--- src/rtl/address_latch_burst_pkg.sv ---
// Shared types and helpers for the address latch: load-select encoding and clog2.
package address_latch_pkg;

  typedef enum logic [1:0] {
    LD_NONE     = 2'd0,
    LD_PAR      = 2'd1,
    LD_SER_DONE = 2'd2,
    LD_INC      = 2'd3
  } ld_sel_e;

  function automatic int unsigned clog2(input int unsigned v);
    int unsigned r;
    r = 0;
    for (int unsigned i = 0; i < 32; i++) begin
      if ((64'd1 << i) < 64'(v)) r = i + 1;
    end
    return r;
  endfunction

endpackage

--- src/rtl/address_latch_burst_if.sv ---
// Bus between the SPI shift/edge logic (master) and the address latch (slave).
interface address_latch_burst_if
  import address_latch_pkg::*;
#(
  parameter int unsigned WIDTH = 8,
  parameter int unsigned CW    = clog2(WIDTH + 1)
);
  logic [WIDTH-1:0] addressIn;
  logic             writeEnable;
  logic             serialIn;
  logic             shiftEnable;
  logic             increment;
  logic [WIDTH-1:0] addressOut;
  logic             addressValid;
  logic [CW-1:0]    bitCount;
  logic             busy;
  logic             wrapped;

  modport master (
    output addressIn, writeEnable, serialIn, shiftEnable, increment,
    input  addressOut, addressValid, bitCount, busy, wrapped
  );

  modport slave (
    input  addressIn, writeEnable, serialIn, shiftEnable, increment,
    output addressOut, addressValid, bitCount, busy, wrapped
  );
endinterface

--- src/rtl/address_latch_burst_collector.sv ---
// Serial frame collector: shadow shift register (MSB first) and bit counter.
module serial_addr_collector #(
  parameter int unsigned WIDTH = 8,
  parameter int unsigned CW    = 4
) (
  input  logic             clk,
  input  logic             reset,
  input  logic             abort_i,
  input  logic             shift_i,
  input  logic             bit_i,
  output logic             done_o,
  output logic             first_o,
  output logic [WIDTH-1:0] word_o,
  output logic [CW-1:0]    count_o
);
  logic [WIDTH-2:0] shadow_q, shadow_d;
  logic [CW-1:0]    cnt_q, cnt_d;

  always_comb begin
    shadow_d = shadow_q;
    cnt_d    = cnt_q;
    done_o   = 1'b0;
    first_o  = 1'b0;
    word_o   = {shadow_q, bit_i};
    if (abort_i) begin
      shadow_d = '0;
      cnt_d    = '0;
    end else if (shift_i) begin
      if (cnt_q == CW'(WIDTH - 1)) begin
        done_o   = 1'b1;
        shadow_d = '0;
        cnt_d    = '0;
      end else begin
        first_o  = (cnt_q == '0);
        shadow_d = word_o[WIDTH-2:0];
        cnt_d    = cnt_q + CW'(1);
      end
    end
  end

  always_ff @(posedge clk) begin
    if (reset) begin
      shadow_q <= '0;
      cnt_q    <= '0;
    end else begin
      shadow_q <= shadow_d;
      cnt_q    <= cnt_d;
    end
  end

  assign count_o = cnt_q;
endmodule

--- src/rtl/address_latch_burst.sv ---
// Address latch with parallel/serial load and wrapping auto-increment for burst access.
module address_latch_burst
  import address_latch_pkg::*;
#(
  parameter int unsigned WIDTH      = 8,
  parameter int unsigned WRAP_LIMIT = 2**WIDTH - 1,
  parameter bit          AUTO_INC   = 1'b1
) (
  input logic                  clk,
  input logic                  reset,
  address_latch_burst_if.slave bus
);
  localparam int unsigned CW = clog2(WIDTH + 1);

  if (WIDTH < 2) begin : g_width_check
    $error("address_latch_burst: WIDTH must be >= 2");
  end

  logic [WIDTH-1:0] addr_q, addr_d;
  logic             valid_q, valid_d;
  logic             wrap_q, wrap_d;
  logic             ser_done, ser_first;
  logic [WIDTH-1:0] ser_word;
  logic [CW-1:0]    ser_count;
  ld_sel_e          sel;

  serial_addr_collector #(
    .WIDTH (WIDTH),
    .CW    (CW)
  ) u_collector (
    .clk     (clk),
    .reset   (reset),
    .abort_i (bus.writeEnable),
    .shift_i (bus.shiftEnable),
    .bit_i   (bus.serialIn),
    .done_o  (ser_done),
    .first_o (ser_first),
    .word_o  (ser_word),
    .count_o (ser_count)
  );

  always_comb begin
    if (bus.writeEnable)                        sel = LD_PAR;
    else if (ser_done)                          sel = LD_SER_DONE;
    else if (bus.increment && AUTO_INC && valid_q) sel = LD_INC;
    else                                        sel = LD_NONE;
  end

  always_comb begin
    addr_d  = addr_q;
    valid_d = valid_q;
    wrap_d  = 1'b0;
    unique case (sel)
      LD_PAR: begin
        addr_d  = bus.addressIn;
        valid_d = 1'b1;
      end
      LD_SER_DONE: begin
        addr_d  = ser_word;
        valid_d = 1'b1;
      end
      LD_INC: begin
        // Out-of-range addresses are treated as at the limit and wrap too.
        if (addr_q >= WIDTH'(WRAP_LIMIT)) begin
          addr_d = '0;
          wrap_d = 1'b1;
        end else begin
          addr_d = addr_q + WIDTH'(1);
        end
      end
      default: ;
    endcase
    if (ser_first) valid_d = 1'b0;
  end

  always_ff @(posedge clk) begin
    if (reset) begin
      addr_q  <= '0;
      valid_q <= 1'b0;
      wrap_q  <= 1'b0;
    end else begin
      addr_q  <= addr_d;
      valid_q <= valid_d;
      wrap_q  <= wrap_d;
    end
  end

  assign bus.addressOut   = addr_q;
  assign bus.addressValid = valid_q;
  assign bus.bitCount     = ser_count;
  assign bus.busy         = (ser_count != '0);
  assign bus.wrapped      = wrap_q;
endmodule
--- src/flat_wrapper.sv ---
// flat-port wrapper written by rule: the top's interface ports become plain ports
module address_latch_burst_flat import address_latch_pkg::*;
#(
  parameter int unsigned WIDTH      = 8,
  parameter int unsigned WRAP_LIMIT = 2**WIDTH - 1,
  parameter bit          AUTO_INC   = 1'b1
)
  (clk, reset, bus_addressIn, bus_writeEnable, bus_serialIn, bus_shiftEnable, bus_increment, bus_addressOut, bus_addressValid, bus_bitCount, bus_busy, bus_wrapped);
  address_latch_burst_if #(.WIDTH(WIDTH)) bus_i ();
  input logic clk;
  input logic reset;
  input wire logic [$bits(bus_i.addressIn)-1:0] bus_addressIn;
  input wire logic [$bits(bus_i.writeEnable)-1:0] bus_writeEnable;
  input wire logic [$bits(bus_i.serialIn)-1:0] bus_serialIn;
  input wire logic [$bits(bus_i.shiftEnable)-1:0] bus_shiftEnable;
  input wire logic [$bits(bus_i.increment)-1:0] bus_increment;
  output wire logic [$bits(bus_i.addressOut)-1:0] bus_addressOut;
  output wire logic [$bits(bus_i.addressValid)-1:0] bus_addressValid;
  output wire logic [$bits(bus_i.bitCount)-1:0] bus_bitCount;
  output wire logic [$bits(bus_i.busy)-1:0] bus_busy;
  output wire logic [$bits(bus_i.wrapped)-1:0] bus_wrapped;
  assign bus_i.addressIn = bus_addressIn;
  assign bus_i.writeEnable = bus_writeEnable;
  assign bus_i.serialIn = bus_serialIn;
  assign bus_i.shiftEnable = bus_shiftEnable;
  assign bus_i.increment = bus_increment;
  assign bus_addressOut = bus_i.addressOut;
  assign bus_addressValid = bus_i.addressValid;
  assign bus_bitCount = bus_i.bitCount;
  assign bus_busy = bus_i.busy;
  assign bus_wrapped = bus_i.wrapped;
  address_latch_burst #(.WIDTH(WIDTH), .WRAP_LIMIT(WRAP_LIMIT), .AUTO_INC(AUTO_INC)) u_core (.clk(clk), .reset(reset), .bus(bus_i));
endmodule
--- config.mk ---
export PLATFORM = sky130hd
export DESIGN_NAME = address_latch_burst_flat
export DESIGN_NICKNAME = d
export VERILOG_FILES = /design/src/rtl/address_latch_burst_pkg.sv /design/src/rtl/address_latch_burst_if.sv /design/src/rtl/address_latch_burst_collector.sv /design/src/rtl/address_latch_burst.sv /design/src/flat_wrapper.sv
export SDC_FILE = /design/constraint.sdc
export NUM_CORES = 1
export LEC_CHECK = 0
export ABC_AREA = 1
export BUFFER_PORTS_ARGS = -buffer_cell sky130_fd_sc_hd__buf_2
export CAP_MARGIN = 20
export CORE_AREA = 2 2 65 67
export CTS_CLUSTER_SIZE = 30
export DETAILED_ROUTE_END_ITERATION = 7
export DIE_AREA = 0 0 67 69
export GPL_ROUTABILITY_DRIVEN = 0
export SLEW_MARGIN = 10
export SYNTH_ARGS = -nofsm -noshare
export SYNTH_HDL_FRONTEND = slang
export SYNTH_SLANG_ARGS = --single-unit
--- constraint.sdc ---
create_clock -name clk -period 2.3 [get_ports clk]
set_input_delay 0.23 -clock clk [delete_from_list [all_inputs] [get_ports clk]]
set_output_delay 0.23 -clock clk [all_outputs]
set_load 0.01 [all_outputs]
# [Word level (Yosys, flattened, before mapping)]
# Cells that the tools add are included.
[word_totals] ff_bits=21 inputBits=14 output_inout_bits=15 wordCells=35
[classes] n_addsub=2 order_cmp=1 eq_ne=4 muxes=14 bitwise_logic=1 n_reduce_logical=8
[op_table] operator="$pmux 8 s3" count=1
[op_table] operator="$add 8x1->8 const B" count=1
[op_table] operator="$ge 8x8->1 const B" count=1
[op_table] operator="$mux 8" count=1
[op_table] operator="$reduce_or 2->1" count=4
[op_table] operator="$mux 1" count=7
[op_table] operator="$mux 7" count=1
[op_table] operator="$mux 2" count=3
[op_table] operator="$add 4x1->4 const B" count=1
[op_table] operator="$eq 2x2->1 const B" count=2
[op_table] operator="$eq 4x3->1 const B" count=1
[op_table] operator="$logic_not 4->1" count=1
[op_table] operator="$mux 4" count=1
[op_table] operator="$reduce_bool 4->1" count=1
[op_table] operator="$reduce_bool 3->1" count=1
[op_table] operator="$eq 2x1->1 const B" count=1
[op_table] operator="$logic_and 1x1->1" count=1
[op_table] operator="$not 1->1" count=1

# [Logic depth before layout (Yosys ltp)]
[depth] depth_word=9 ltp_mapped=12 depth_no_buf=12

# [Modules after synthesis]
# From an unflattened synthesis, not the netlist that was laid out.
[hier_totals] hier_cells=171 area_unflattened_um2=1202.4
[by_module_without_submodules] mod="address_latch_burst" instances=1 cells_each=111 area_per_inst_um2=719.4 seq_area_each_um2=200.2
[by_module_without_submodules] mod="serial_addr_collector" instances=1 cells_each=60 area_per_inst_um2=483.0 seq_area_each_um2=220.2

# [Worst setup path after synthesis]
# Ideal clock, no wire load.
[synth_path] path_type="reg-to-reg" startpoint="reg u_core.u_collector.cnt_q[0], in the netlist u_core.u_collector.count_o[0]" endpoint="reg u_core.addr_q[5], in the netlist u_core.bus.addressOut[5]" setup_time_ps=122 arrival_ps=1867 required_ps=2178 slack_ps=312 path_stages_with_launch=13 path_buffers=1 period_less_slack_ps=1988 cell_sequence="dfxtp_1 > ha_1 > nand2_1 > nor2_4 > nand2_1 > a21oi_2 > inv_2 > ha_1 > inv_1 > buf_2 > nand2_1 > a21oi_1 > a21oi_2"
[synth_between] elab_chain_cells=8 word_cells_on_any_way=11 cone_classes="eq/ne (4); mux (6); reduce/logical (1)"
[synth_lines] item="start: declaration" line="address_latch_burst_collector.sv:17" source="logic [CW-1:0] cnt_q, cnt_d;"
[synth_lines] item="start signal: assignment" line="address_latch_burst_collector.sv:47" source="cnt_q <= cnt_d;"
[synth_lines] item="$eq 4x3->1 *" line="address_latch_burst_collector.sv:29" source="if (cnt_q == CW'(WIDTH - 1)) begin"
[synth_lines] item="$mux 1 *" line="address_latch_burst_collector.sv:29"
[synth_lines] item="$mux 1 *" line="address_latch_burst_collector.sv:28" source="end else if (shift_i) begin"
[synth_lines] item="$mux 1 *" line="address_latch_burst_collector.sv:25" source="if (abort_i) begin"
[synth_lines] item="$mux 2 *" line="address_latch_burst.sv:44" source="else if (ser_done) sel = LD_SER_DONE;"
[synth_lines] item="$mux 2 *" line="address_latch_burst.sv:43" source="if (bus.writeEnable) sel = LD_PAR;"
[synth_lines] item="$eq 2x2->1 or $eq 2x1->1 (tied branches)" line="address_latch_burst.sv:53" source="unique case (sel)"
[synth_lines] item="$pmux 8 s3 or $reduce_bool 3->1 (tied branches)"
[synth_lines] item="end signal: assignment" line="address_latch_burst.sv:82" source="addr_q <= addr_d;"
[synth_lines] item="end: declaration" line="address_latch_burst.sv:19" source="logic [WIDTH-1:0] addr_q, addr_d;"
# Every way passes the cells marked *; elsewhere a longest branch is shown, timed or not.
# A chain may end at the register's enable or synchronous reset.

# [Worst setup path after layout]
# Ends and elaborated chain as after synthesis.

==> results.py <==
metrics = {
    "final_layout": {
        "n_antenna_cell": 0,
        "area_growth_pct": 20.9,
        "utilization_pct": 36.1,
        "drive_above_1_share_pct": 24.6,
        "nets": 220,
    },
    "worst_setup_path": {
        "crit-reg2reg-launch": "u_core.u_collector.count_o[0]",
        "crit_arrival_ns": 2.21,
        "regToRegEndpoint": "u_core.bus.addressOut[5]",
        "cp-start-kind": "flip-flop",
        "endpoint_kind": "flip-flop",
        "rrSetupSlack_ns": 0.24,
        "rr_worst_depth": 9,
        "path_max_fanout": 14,
        "critical_path_class": "flip-flop to flip-flop",
        "worstPathRequired_ns": 2.45,
    },
    "synth": {
        "synth-main-ff-cell": "dfxtp_1",
        "synthArstFlopShare_pct": 0,
        "synth_area_um2": 1170,
        "synth_edf_count": 0,
        "synth_compound_gate_area_share_pct": 22.0,
        "synth-simple-area-share_pct": 27.5,
        "synth_xor_area_share_pct": 0.749,
        "synth_fa_ha_area_share_pct": 6.42,
        "synth_area_leader_cell": "dfxtp_1",
        "synthTopCellsByArea": "dfxtp_1, nand2_1, a21oi_1, ha_1, inv_1",
        "yosys_warnings": 0,
        "synth.mux.area_fraction_pct": 0,
        "synth_top_family_by_area": "simple AND/OR/NAND/NOR gates",
        "ys_types": 22,
        "syn_area_per_cell_um2": 6.92,
        "syn_inst": 169,
        "ys_seq_elements": 21,
        "synth_commonest_cells": "nand2_1, dfxtp_1, a21oi_1, inv_1",
        "ys_seq_area_share_pct": 35.9,
        "synth_fp_nets": 189,
        "synth_top_area_share_pct": 35.9,
        "post-synth-top-count-cell": "nand2_1",
    },
    "power_and_ir_drop": {
        "p_total_uw": 774,
        "ir_worst_vdd_mv": 0.193,
        "leakagePower_uw": 0.000610,
        "p_per_area_nw_per_um2": 547,
    },
    "clock_tree": {
        "clock_latency_ns": 0.26,
        "cts_buffers": 3,
        "cts_max_level": 1,
        "cts_hold_buffers": 0,
        "clock_path_buffers": 2,
        "cts-root-buf": "clkbuf_8",
        "cts_tree": "done",
        "cts.sinks": 21,
        "clk_pin_slew_worst_paths_ns": 0.08,
    },
    "floorplan": {
        "io_pins": 29,
        "die_y_um": 69,
        "start_util_pct": 29.9,
        "core_um2": 3910,
        "die_w_um": 67,
        "dieArea_um2": 4620,
        "rows": 23,
    },
    "timing": {
        "slew_viol_final": 0,
        "finalHoldViolations": 0,
        "clock_skew_ns": 0.00399,
        "rsz0062_at_grt": "no",
        "fmax_mhz": 485,
        "tns_ns": 0,
        "period_minus_slack_ns": 2.06,
        "layout_setup_ws_ns": 0.239,
        "period_share_pct": 89.6,
        "setup_violations": 0,
        "slew_headroom_pct": 83.1,
        "tightest_slew_ns": 0.253,
    },
    "grt": {
        "antenna_found_initial": 0,
        "overflow": 0,
        "grt_pass1_wl_um": 4540,
        "grt_pass1_vias": 1051,
        "track_usage_pct": 12.3,
        "grt_max_degree": 15,
    },
    "min_path": {
        "hold_end": "u_core.bus.wrapped",
        "hp-class": "input port to flip-flop",
        "hold_depth": 2,
        "worstHoldStart": "reset",
    },
    "run": {
        "drv_cap": 0,
    },
    "detailed_routing": {
        "routed_wirelength_um": 2650,
        "first_pass_iters": 5,
        "dr_total_vias": 1117,
        "via_per_inst": 4.49,
        "remaining_drc_errors": 0,
        "antenna_left": 0,
        "avgRoutedWirePerCell_um": 10.6,
        "drtIter0Drc": 33,
    },
    "placed_design": {
        "pre_cts_ws_ns": 0.217,
        "hpwl_um": 2080,
        "io_buffers": 28,
    },
    "status": {
        "outcome": "finished, final reports clean",
    },
}
sequential cells by signal, summed over array words and instances, names as in the netlist:
| register | count |
|---|---|
| u_core.bus.wrapped | 1 |
| u_core.bus.addressValid | 1 |
| u_core.u_collector.count_o | 4 |
| u_core.u_collector.shadow_q | 7 |
| u_core.bus.addressOut | 8 |
how the worst max path moves through the flow:
stage / from / to / slack [ns] / depth (start not counted)
detailed placement: u_core.u_collector.count_o[0] / u_core.bus.addressOut[7] / 0.22 / 11
floorplan: u_core.u_collector.count_o[0] / u_core.bus.addressOut[5] / 0.31 / 12
global placement: u_core.u_collector.count_o[0] / u_core.bus.addressOut[5] / 0.30 / 11
finish: u_core.u_collector.count_o[0] / u_core.bus.addressOut[5] / 0.24 / 9
global route: u_core.u_collector.count_o[0] / u_core.bus.addressOut[5] / 0.01 / 9
CTS: u_core.u_collector.count_o[0] / u_core.bus.addressOut[4] / 0.21 / 11
cells by family (layout without fill, tap and decap cells):
kind of cell | Yosys count | after routing
AND/OR/NAND/NOR | 75 | 75
flip-flops | 21 | 21
buffers and inverters | 22 | 52
adder cells (fa/ha/maj) | 6 | 6
AO/OA/AOI/OAI | 44 | 44
XOR/XNOR | 1 | 1
power by group:
| group | internal [µW] | total, µW | leakage (µW) | switching [µW] |
|---|---|---|---|---|
| clock network | 123 | 242 | 0.0000228 | 119 |
| registers | 381 | 402 | 0.000172 | 20.9 |
| logic | 52.0 | 130 | 0.000415 | 77.6 |
cell usage in the layout, fill, tap and decap left out, types with 2 or more instances in the layout:
| cell type | count |
|---|---|
| nand2_1 | 52 |
| buf_2 | 28 |
| dfxtp_1 | 21 |
| a21oi_1 | 20 |
| inv_1 | 14 |
| nor2_1 | 10 |
| o21ai_0 | 10 |
| a21oi_2 | 6 |
| ha_1 | 6 |
| inv_2 | 4 |
| nor2_4 | 3 |
| nand3_1 | 3 |
| nor3_1 | 3 |
| clkbuf_8 | 3 |
| o21ai_1 | 2 |
| a211oi_1 | 2 |
| nor2_2 | 2 |
| a31oi_1 | 2 |
through the flow:
stage | instances | instance area (µm²) | hold WS [ns]
CTS | 249 | 1410 | 0.187
global placement | 245 | 1370 | 0.458
floorplan | 169 | 1170 | 0.306
finish | 249 | 1410 | 0.193
detailed placement | 245 | 1370 | 0.459
global route | 249 | 1410 | 0.177
what timing repair did:
item	in CTS	in global routing
setup buffers	0	0
setup endpoints to repair	0	3
gates resized for setup	0	1
cell type report:
type | count | area [µm²]
inverter | 19 | 75.1
timing repair buffer | 29 | 148
tap | 50 | 62.6
clock buffer | 4 | 45.0
multi-input combinational | 126 | 663
sequential | 21 | 420
fill | 437 | 2500
critical path, cell delays in order, from the launching register on:
cell and delay (ns):
dfxtp_1 0.39, ha_1 0.18, nand2_1 0.10, nor2_4 0.13, nand2_1 0.12, a21oi_2 0.22
ha_1 0.27, clkinvlp_4 0.23, o21ai_0 0.26, a21oi_2 0.04
per-layer routing:
layer,global-route usage [%],up-vias,part of all wire [%]
li1,-,614,-
met4,3.40,0,1.1
met5,0,-,0
met3,2.94,4,5.3
met1,16.3,473,49
met2,19.7,26,45
Power figures use the tool's default switching activity.
